===== config.mk =====
export PLATFORM = sky130hd
export DESIGN_NAME = ysyx_24110015_lsu
export DESIGN_NICKNAME = d
export VERILOG_FILES = /design/src/rtl/ysyx_24110015_lsu_pkg.sv /design/src/rtl/ysyx_24110015_lsu_align.sv /design/src/rtl/ysyx_24110015_lsu.sv
export SDC_FILE = /design/constraint.sdc
export NUM_CORES = 1
export LEC_CHECK = 0
export CORE_ASPECT_RATIO = 1.1
export CORE_UTILIZATION = 50
export CTS_CLUSTER_SIZE = 25
export DETAILED_ROUTE_END_ITERATION = 12
export MAX_ROUTING_LAYER = met4
export PLACE_DENSITY = 0.87
export SETUP_SLACK_MARGIN = 0.02
export SYNTH_ARGS = -nofsm -noshare
export SYNTH_HDL_FRONTEND = slang
export SYNTH_SLANG_ARGS = --single-unit

===== constraint.sdc =====
create_clock -name clk -period 13 [get_ports clk]
set_input_delay 3.25 -clock clk [delete_from_list [all_inputs] [get_ports clk]]
set_output_delay 3.25 -clock clk [all_outputs]
set_load 0.05 [all_outputs]

===== src/rtl/ysyx_24110015_lsu_pkg.sv =====
// Shared types and constants for the load/store unit.
package ysyx_24110015_lsu_pkg;

  typedef enum logic [1:0] {
    IDLE = 2'd0,
    REQ  = 2'd1,
    WAIT = 2'd2,
    DONE = 2'd3
  } lsu_state_e;

  localparam logic [2:0] F3_B  = 3'b000;
  localparam logic [2:0] F3_H  = 3'b001;
  localparam logic [2:0] F3_W  = 3'b010;
  localparam logic [2:0] F3_BU = 3'b100;
  localparam logic [2:0] F3_HU = 3'b101;

endpackage


===== src/rtl/ysyx_24110015_lsu_align.sv =====
// Combinational byte-lane logic: store lane placement and mask, load
// extraction with sign/zero extension, and the misaligned-access flag.
module ysyx_24110015_lsu_align
  import ysyx_24110015_lsu_pkg::*;
(
  input  logic [1:0]  addr_off,
  input  logic [2:0]  func3,
  input  logic [31:0] wdata_in,
  input  logic [31:0] rdata_in,
  output logic [3:0]  wmask,
  output logic [31:0] wdata_lane,
  output logic [31:0] rdata_ext,
  output logic        misaligned
);

  logic [31:0] rdata_shift;

  assign rdata_shift = rdata_in >> {addr_off, 3'b000};

  // Undefined size encodings are reported as misaligned so they never reach memory.
  always_comb begin
    misaligned = 1'b1;
    case (func3)
      F3_B, F3_BU: misaligned = 1'b0;
      F3_H, F3_HU: misaligned = addr_off[0];
      F3_W:        misaligned = (addr_off != 2'b00);
      default:     misaligned = 1'b1;
    endcase
  end

  // Store data is moved into the addressed byte lane together with its byte enables.
  always_comb begin
    wmask      = 4'b0000;
    wdata_lane = 32'h0;
    case (func3)
      F3_B: begin
        wmask      = 4'b0001 << addr_off;
        wdata_lane = wdata_in << {addr_off, 3'b000};
      end
      F3_H: begin
        wmask      = 4'b0011 << addr_off;
        wdata_lane = wdata_in << {addr_off, 3'b000};
      end
      F3_W: begin
        wmask      = 4'b1111;
        wdata_lane = wdata_in;
      end
      default: begin
        wmask      = 4'b0000;
        wdata_lane = 32'h0;
      end
    endcase
  end

  // Load data is shifted down from its lane and extended to a full word.
  always_comb begin
    rdata_ext = 32'h0;
    case (func3)
      F3_B:    rdata_ext = {{24{rdata_shift[7]}}, rdata_shift[7:0]};
      F3_H:    rdata_ext = {{16{rdata_shift[15]}}, rdata_shift[15:0]};
      F3_W:    rdata_ext = rdata_shift;
      F3_BU:   rdata_ext = {24'h0, rdata_shift[7:0]};
      F3_HU:   rdata_ext = {16'h0, rdata_shift[15:0]};
      default: rdata_ext = 32'h0;
    endcase
  end

endmodule


===== src/rtl/ysyx_24110015_lsu.sv =====
// Load/store unit: takes one EXU instruction at a time, issues a handshaked
// memory request when needed, and hands the result to write-back.
module ysyx_24110015_lsu
  import ysyx_24110015_lsu_pkg::*;
#(
  parameter int TIMEOUT = 256,
  parameter int CNT_W   = 9
) (
  input  logic        clk,
  input  logic        rst,
  input  logic        in_valid,
  output logic        in_ready,
  input  logic [31:0] in_addr,
  input  logic [31:0] in_wdata,
  input  logic [2:0]  in_func3,
  input  logic        in_mem_read,
  input  logic        in_mem_write,
  output logic        mem_req_valid,
  input  logic        mem_req_ready,
  output logic [31:0] mem_addr,
  output logic        mem_wen,
  output logic [31:0] mem_wdata,
  output logic [3:0]  mem_wmask,
  input  logic        mem_resp_valid,
  input  logic [31:0] mem_rdata,
  output logic        out_valid,
  input  logic        out_ready,
  output logic [31:0] out_data,
  output logic        out_err
);

  // Last counter value before the timeout fires; unused when TIMEOUT is 0.
  localparam logic [CNT_W-1:0] TO_LAST = CNT_W'((TIMEOUT > 0) ? TIMEOUT - 1 : 0);

  lsu_state_e       state;
  logic [CNT_W-1:0] cnt;
  logic [1:0]       off_q;
  logic [2:0]       func3_q;
  logic             store_q;

  logic [1:0]       align_off;
  logic [2:0]       align_f3;
  logic [3:0]       st_wmask;
  logic [31:0]      st_wdata;
  logic [31:0]      ld_data;
  logic             misaligned;

  assign in_ready = (state == IDLE);

  // While idle the aligner looks at the incoming instruction; afterwards at the latched one.
  assign align_off = (state == IDLE) ? in_addr[1:0] : off_q;
  assign align_f3  = (state == IDLE) ? in_func3 : func3_q;

  ysyx_24110015_lsu_align u_align (
    .addr_off   (align_off),
    .func3      (align_f3),
    .wdata_in   (in_wdata),
    .rdata_in   (mem_rdata),
    .wmask      (st_wmask),
    .wdata_lane (st_wdata),
    .rdata_ext  (ld_data),
    .misaligned (misaligned)
  );

  // Transaction sequencer with all handshake and result outputs registered.
  always_ff @(posedge clk or posedge rst) begin
    if (rst) begin
      state         <= IDLE;
      cnt           <= '0;
      off_q         <= 2'b00;
      func3_q       <= 3'b000;
      store_q       <= 1'b0;
      mem_req_valid <= 1'b0;
      mem_addr      <= 32'h0;
      mem_wen       <= 1'b0;
      mem_wdata     <= 32'h0;
      mem_wmask     <= 4'b0000;
      out_valid     <= 1'b0;
      out_data      <= 32'h0;
      out_err       <= 1'b0;
    end else begin
      case (state)
        IDLE: begin
          if (in_valid) begin
            off_q    <= in_addr[1:0];
            func3_q  <= in_func3;
            store_q  <= in_mem_write;
            mem_addr <= {in_addr[31:2], 2'b00};
            cnt      <= '0;
            if (!in_mem_read && !in_mem_write) begin
              out_data  <= in_addr;
              out_err   <= 1'b0;
              out_valid <= 1'b1;
              state     <= DONE;
            end else if (misaligned) begin
              out_data  <= 32'h0;
              out_err   <= 1'b1;
              out_valid <= 1'b1;
              state     <= DONE;
            end else begin
              mem_wen       <= in_mem_write;
              mem_wmask     <= in_mem_write ? st_wmask : 4'b0000;
              mem_wdata     <= in_mem_write ? st_wdata : 32'h0;
              mem_req_valid <= 1'b1;
              state         <= REQ;
            end
          end
        end
        REQ: begin
          if (mem_req_ready) begin
            mem_req_valid <= 1'b0;
            state         <= WAIT;
          end
        end
        WAIT: begin
          if (mem_resp_valid) begin
            out_data  <= store_q ? 32'h0 : ld_data;
            out_err   <= 1'b0;
            out_valid <= 1'b1;
            state     <= DONE;
          end else if ((TIMEOUT != 0) && (cnt == TO_LAST)) begin
            out_data  <= 32'h0;
            out_err   <= 1'b1;
            out_valid <= 1'b1;
            state     <= DONE;
          end else begin
            cnt <= cnt + 1'b1;
          end
        end
        DONE: begin
          if (out_ready) begin
            out_valid <= 1'b0;
            cnt       <= '0;
            state     <= IDLE;
          end
        end
        default: state <= IDLE;
      endcase
    end
  end

endmodule


==> results.toml, run 1 <==
[power_and_ir_drop]
p_int_uw = 1450
power_density_mw_per_mm2 = 309
cellLeakagePower_uw = 0.00381
seqPwrFrac_pct = 23.0
ir_drop_v = 0.000205
p_switching_uw = 1330
switching_share_pct = 47.9
clock_power_share_pct = 18.5
combPwrFrac_pct = 58.5

[die]
initial_utilization_pct = 51.3
die_y_um = 119
die_w_um = 108
fp-row-count = 42
die_area_sq_mm = 0.0129
coreArea_sq_mm = 0.0121
ios = 212

[finish]
fin_cells = 994
fin_nets = 941
antennaDiodeCount = 0
area_growth_pct = 45.2
drive_above_1_share_pct = 11.8
nFillCells = 853

[sta]
fmax_mhz = 169
post-route-min-period_ps = 5930
final-max-slew-violation-count = 0
finalCritPeriodShare_pct = 45.6
fin_skew_ps = 3.53
setup-violations-final = 0
finalHoldViolCount = 0
fin_ws_ps = 7070
fin_setup_tns_ps = 0
worst_pin_slew_ps = 1160
rsz0062_at_grt = "no"
slew_headroom_pct = 21.0

[yosys]
synthFlopType = "dfrtp_1"
yosysUniqueCellTypes = 57
ys_top_cells_by_count = "dfrtp_1 (119), nand2_1 (97), nor2_1 (51), a21oi_1 (49), mux2_2 (36)"
yosysTopAreaCell = "dfrtp_1"
yosysMostFrequentCell = "dfrtp_1"
syn_inst = 635
synth_edf_count = 0
synthTopCellsByArea = "dfrtp_1 (48%), mux2_2 (6.5%), nand2_1 (5.9%)"
ys_seq_area_share_pct = 48.0
synth_area_sq_mm = 0.00620
synth_seq_cells = 119
synth_top_area_share_pct = 48.0
avgSynthCellArea_sq_um = 9.77
async_flop_share_pct = 100
yosys_warnings = 0

[clock_network]
post_cts_buffers = 0
clock_latency_ps = 430
root_buffer = "clkbuf_16"
cts_sinks = 119
cts_made_buffers = 17
h-tree-depth = 4
cts-resized-gates = 0
cts_hold_buffers = 0
cts_max_path_buffers = 2
clk_pin_slew_ps = 50
cts_tree = "built"

[route]
drt_iter0_markers = 514
wl_per_cell_um = 20.3
firstDrtPassIters = 5
vias = 6146
wl_um = 20100
vias_per_cell = 6.18
drc = 0
ant_nets = 0

[global_route]
grt_pass1_vias = 6213
grt_overflow_total = 0
grt_pass1_wl_um = 32100
antenna_found_initial = 0
grt_max_degree = 73
grt_util_all_layers_pct = 33.9

[setup_path]
path_class = "input pin to register"
cp.arrival_ps = 6270
r2r_setup_slack_ps = 9400
crit_fanout = 25
required_ps = 13340
crit_path_end_kind = "register"
cp-start-kind = "input pin"

[place]
dp_cells = 962
gp_congestion = 0.923
pre_cts_ws_ps = 6720
port_buffers = 209
place_hpwl_um = 14100

[min_path]
hold_class = "register to register"

[run]
maxCapViolations = 0

[outcome]
status = "finished, final reports clean"
-- kinds of logic after synthesis --
family,after synthesis,synth area share [%]
AO/OA/AOI/OAI,201,22.9
AND/OR/NAND/NOR,199,14.2
flip-flops,119,48.0
buffers and inverters,54,3.83
multiplexers,50,9.04
adder cells (fa/ha/maj),7,1.41
XOR/XNOR,4,0.565
other,1,0.0605
-- final timing paths --
check / start / cells past startpoint / end
min in group asynchronous: rst / 2 / mem_addr[7]$_DFFE_PP0P_
hold reg to reg: mem_wdata[8]$_DFFE_PP0P_ / 2 / mem_wdata[8]$_DFFE_PP0P_
setup reg to reg: state[1]$_DFFE_PP0P_ / 9 / out_data[27]$_DFFE_PP0P_
hold / removal: mem_wdata[8]$_DFFE_PP0P_ / 2 / mem_wdata[8]$_DFFE_PP0P_
setup / recovery: in_addr[0] / 7 / out_data[27]$_DFFE_PP0P_
max in group asynchronous: rst / 3 / mem_wdata[26]$_DFFE_PP0P_
-- placed cells by master, fill, tap and decap left out, types with 17 or more instances in the layout --
cell | netlist | layout
a21oi_1 | 49 | 49
a221o_1 | 18 | 18
a22oi_1 | 17 | 17
clkbuf_16 | 0 | 17
clkdlybuf4s50_1 | 0 | 209
dfrtp_1 | 119 | 119
mux2_2 | 36 | 36
nand2_1 | 97 | 97
nor2_1 | 51 | 50
o21ai_0 | 26 | 26
-- flip-flops by register name, summed over array words and instances, names as in the netlist --
signal	flops
cnt	9
func3_q	3
mem_addr	30
mem_req_valid	1
mem_wdata	32
mem_wen	1
mem_wmask	4
off_q	2
out_data	32
out_err	1
out_valid	1
state	2
store_q	1
-- layer usage --
metal,part of all wire [%],GRT usage (%),vias to the layer above
met5,0,-,-
met4,3.8,15.9,0
met3,8.5,7.44,67
met2,50,54.1,399
met1,38,40.7,2984
li1,-,-,2696
-- through the flow --
step	total power, uW	util (%)	hold WS [ps]	cell area [sq um]
final	2780	74.5	470	9010
after detailed placement	2240	69.2	460	8360
after global placement	2200	69.2	456	8360
after floorplan	1750	-	448	6210
after CTS	2780	74.5	474	9010
after global routing	2910	74.5	502	9010
-- power groups by stage --
stage,sequential (uW),clock (uW),combinational (uW)
after floorplan,1120,0,633
after global placement,630,0,1570
after detailed placement,638,0,1610
after CTS,638,518,1620
after global routing,656,536,1720
final,641,514,1630
-- worst max-delay path, cell delays in order --
cell and delay (ps):
clkdlybuf4s50_1 560, mux2i_2 970, a22oi_1 260, mux2_1 370, o32a_1 280, or2_1 450
o21ai_2 130
-- cell type report --
class                           instances  area [sq um]  area share (%)
Timing Repair Buffer                  216          2140            23.8
Clock buffer                           19           443            4.92
Multi-Input combinational cell        463          3010            33.4
Sequential cell                       119          2980            33.1
Tap cell                              154           193            2.14
Inverter                               10          40.0           0.444
Clock inverter                         13           203            2.25
(Power assumes the default switching activity.)
==> inputs of run 2 (changes only) <==
Settings changed: CORE_UTILIZATION 50 to 46, PLACE_DENSITY 0.87 to 0.81.
Clock period 13 ns to 6.1 ns, I/O delays scaled along.
==> results.toml, run 2 (synthesis gave the netlist of run 1 again) <==
[outcome]
status = "finished, final reports clean"

[die]
die_area_sq_mm = 0.0140
initial_utilization_pct = 47.1
die_w_um = 113
coreArea_sq_mm = 0.0132
die_y_um = 124
fp-row-count = 44
ios = 212

[power_and_ir_drop]
cellLeakagePower_uw = 0.00381
ir_drop_v = 0.000532
power_density_mw_per_mm2 = 650

[sta]
finalHoldViolCount = 0
setup-violations-final = 0
rsz0062_at_grt = "no"
fin_skew_ps = 7.87
finalCritPeriodShare_pct = 70.6
fin_setup_tns_ps = 0
worst_pin_slew_ps = 1210
fin_ws_ps = 1790
final-max-slew-violation-count = 0
slew_headroom_pct = 19.5
fmax_mhz = 232
post-route-min-period_ps = 4310

[global_route]
antenna_found_initial = 0
grt_pass1_wl_um = 31400
grt_max_degree = 82
grt_overflow_total = 0
grt_util_all_layers_pct = 30.2
grt_pass1_vias = 6126

[clock_network]
root_buffer = "clkbuf_16"
cts_max_path_buffers = 2
cts_tree = "built"
clock_latency_ps = 420
cts_hold_buffers = 0
cts-resized-gates = 0
clk_pin_slew_ps = 50
cts_sinks = 119
h-tree-depth = 4
cts_made_buffers = 17
post_cts_buffers = 0

[run]
maxCapViolations = 0

[route]
wl_per_cell_um = 20.1
vias = 6092
drc = 0
vias_per_cell = 6.07
firstDrtPassIters = 5
wl_um = 20200
ant_nets = 0
drt_iter0_markers = 480

[setup_path]
required_ps = 6450
cp-start-kind = "input pin"
crit_fanout = 26
cp.arrival_ps = 4650
crit_path_end_kind = "register"
path_class = "input pin to register"

[finish]
drive_above_1_share_pct = 11.6
design_area_sq_mm = 0.00897
antennaDiodeCount = 0
fin_nets = 944
layout_commonest_cell = "clkdlybuf4s50_1"
final_cell_mix = "clkdlybuf4s50_1 (209), dfrtp_1 (119), nand2_1 (97), nor2_1 (50), a21oi_1 (49)"
reg_top3 = "mem_wdata x32, out_data x32, mem_addr x30"
area_growth_pct = 44.7

[place]
port_buffers = 209
pre_cts_ws_ps = 1500
gp_congestion = 0.878
postPlaceCellArea_sq_mm = 0.00839
place_hpwl_um = 14500

[min_path]
hold_class = "register to register"
## run 2: changes by cell type in the layout (fill, tap and decap cells not counted)
cell | before | now
clkinv_4 | 0 | 1
clkinvlp_4 | 5 | 1
buf_4 | 7 | 10
clkbuf_1 | 1 | 4
clkinv_2 | 3 | 4
bufinv_16 | 5 | 3
## run 2: stage by stage
stage / total power [uW] / hold WS, ps / util, % / instances
2_1_floorplan: 3730 / 448 / - / 636
3_3_place_gp: 4720 / 461 / 63.8 / 972
3_5_place_dp: 4810 / 456 / 63.8 / 972
4_1_cts: 5830 / 466 / 68.2 / 1003
5_1_grt: 6120 / 497 / 68.2 / 1003
6_report: 5840 / 468 / 68.2 / 1003
## run 2: worst paths after layout
check / start / endpoint / slack (ps) / depth (start not counted)
worst max register to register: state[1]$_DFFE_PP0P_ / mem_wdata[13]$_DFFE_PP0P_ / 2360 / 9
worst min-delay path: mem_wdata[12]$_DFFE_PP0P_ / mem_wdata[12]$_DFFE_PP0P_ / 470 / 2
max in group asynchronous: rst / mem_wdata[21]$_DFFE_PP0P_ / 3310 / 3
min in group asynchronous: rst / cnt[4]$_DFFE_PP0P_ / 1710 / 2
worst max-delay path: in_addr[0] / mem_wdata[13]$_DFFE_PP0P_ / 1790 / 8
worst min register to register: mem_wdata[12]$_DFFE_PP0P_ / mem_wdata[12]$_DFFE_PP0P_ / 470 / 2
## run 2: where the power goes
part           total, uW  switching [uW]  leakage [uW]  internal, uW
combinational       3480            2250       0.00202          1230
clock                998             350      0.000284           647
sequential          1360             225       0.00151          1140
## run 2: routing by layer
metal	part of all wire (%)	global-route usage, %
met5	0	-
met4	3.4	15.0
met3	7.8	7.25
met2	49	49.5
met1	40	35.1
## run 2: worst max-delay path: stages
cell             delay, ps
clkdlybuf4s50_1        570
nor3b_1                470
o22ai_1                250
a21o_1                 370
a21oi_2                930
buf_4                  310
a22oi_1                110
nand2_1                100
## run 2: area by class of cell
type	count	area (sq um)
Multi-Input combinational cell	463	3010
Clock buffer	22	454
Inverter	10	40.0
Clock inverter	9	126
Sequential cell	119	2980
Tap cell	161	201
Timing Repair Buffer	219	2170
Fill cell	1031	4180
==> inputs of run 3 (changes only) <==
Clock period 6.1 ns to 4.2 ns, I/O delays scaled along.
==> results.toml, run 3 (synthesis gave the netlist of run 1 again) <==
[sta]
slew_headroom_pct = 31.8
finalHoldViolCount = 0
post-route-min-period_ps = 3590
rsz0062_at_grt = "no"
fin_skew_ps = 10.0
fmax_mhz = 279
finalCritPeriodShare_pct = 85.5
final-max-slew-violation-count = 0
setup-violations-final = 0
worst_pin_slew_ps = 1020
fin_setup_tns_ps = 0

[min_path]
holdCritStartpoint = "mem_wdata[10]$_DFFE_PP0P_"
hold_class = "register to register"
hold_path_end = "mem_wdata[10]$_DFFE_PP0P_"
hold_depth = 2

[outcome]
status = "finished, final reports clean"

[finish]
layout_commonest_cell = "clkdlybuf4s50_1"
drive_above_1_share_pct = 12.2
reg_top3 = "mem_wdata x32, out_data x32, mem_addr x30"
nFillCells = 1026
area_growth_pct = 45.1
final_cell_mix = "clkdlybuf4s50_1 (209), dfrtp_1 (119), nand2_1 (97), nor2_1 (50), a21oi_1 (49)"
fin_nets = 948
antennaDiodeCount = 0
design_area_sq_mm = 0.00900

[die]
coreArea_sq_mm = 0.0132
die_area_sq_mm = 0.0140
initial_utilization_pct = 47.1
ios = 212
fp-row-count = 44
die_w_um = 113
die_y_um = 124

[setup_path]
required_ps = 3150
cp-start-kind = "register"
crit_fanout = 27
path_class = "register to output port"
cp.arrival_ps = 2540
timing.rr.start = "state[1]$_DFFE_PP0P_"
reg2reg_depth = 10
reg2reg_to = "out_data[25]$_DFFE_PP0P_"
r2r_setup_slack_ps = 930
crit_path_end_kind = "output port"

[global_route]
grt_pass1_wl_um = 31000
antenna_found_initial = 0
grt_overflow_total = 0
grt_util_all_layers_pct = 30.2
grt_max_degree = 55
grt_pass1_vias = 6032

[route]
vias = 6092
wl_per_cell_um = 19.9
drc = 0
drt_iter0_markers = 458
firstDrtPassIters = 5
wl_um = 20000
vias_per_cell = 6.06
ant_nets = 0

[place]
place_hpwl_um = 14700
gp_congestion = 0.885
port_buffers = 209
postPlaceCellArea_sq_mm = 0.00844

[clock_network]
cts_tree = "built"
h-tree-depth = 4
root_buffer = "clkbuf_16"
cts_hold_buffers = 0
cts_made_buffers = 17
cts_max_path_buffers = 2
post_cts_buffers = 0
cts_sinks = 119
cts-resized-gates = 0
clk_pin_slew_ps = 60
clock_latency_ps = 420

[power_and_ir_drop]
power_density_mw_per_mm2 = 938
cellLeakagePower_uw = 0.00382
ir_drop_v = 0.000655

[run]
maxCapViolations = 0
==> run 3: area by class of cell <==
class	instances	area, sq um	share of cell area [%]
Timing Repair Buffer	223	2210	24.5
Multi-Input combinational cell	463	3010	33.4
Clock inverter	9	103	1.14
Sequential cell	119	2980	33.1
Tap cell	161	201	2.24
Clock buffer	21	460	5.12
Inverter	10	41.3	0.459
==> run 3: per-stage QoR <==
step | utilization (%) | worst slack, ps | instances | power (uW) | hold WS (ps)
after floorplan | - | 1280 | 636 | 5420 | 448
after global placement | 64.1 | 512 | 976 | 6870 | 460
after detailed placement | 64.1 | 430 | 976 | 7000 | 460
after CTS | 68.4 | 607 | 1006 | 8430 | 471
after global routing | 68.4 | 510 | 1006 | 8840 | 491
final | 68.4 | 610 | 1006 | 8440 | 470
==> run 3: power breakdown <==
group / total [uW] / switching, uW / internal (uW)
combinational: 5060 / 3260 / 1800
clock: 1390 / 501 / 891
sequential: 1990 / 335 / 1650
==> run 3: worst max-delay path: stages (launching register included) <==
cell             delay (ps)
dfrtp_1                 400
inv_1                   130
ha_1                    370
buf_4                   360
clkdlybuf4s50_1         860
==> run 3: how the worst max path moves through the flow <==
stage               cells past startpoint  slack [ps]                        end                  from
floorplan                              10        1280   out_data[24]$_DFFE_PP0P_  state[0]$_DFFE_PP0P_
global placement                        7         510  mem_wdata[27]$_DFFE_PP0P_            in_addr[1]
global route                            4         510                   in_ready  state[1]$_DFFE_PP0P_
CTS                                     4         610                   in_ready  state[1]$_DFFE_PP0P_
finish                                  4         610                   in_ready  state[1]$_DFFE_PP0P_
detailed placement                      7         430  mem_wdata[27]$_DFFE_PP0P_            in_addr[1]
==> run 3: layer usage <==
| metal | vias up | track usage, % | part of all wire, % | wire [um] |
|---|---|---|---|---|
| met5 | - | - | 0 | 0 |
| met4 | 0 | 16.2 | 3.6 | 720 |
| met3 | 52 | 6.52 | 8.2 | 1640 |
| met2 | 338 | 48.9 | 49 | 9730 |
| met1 | 2978 | 35.6 | 40 | 7960 |
| li1 | 2724 | - | - | - |
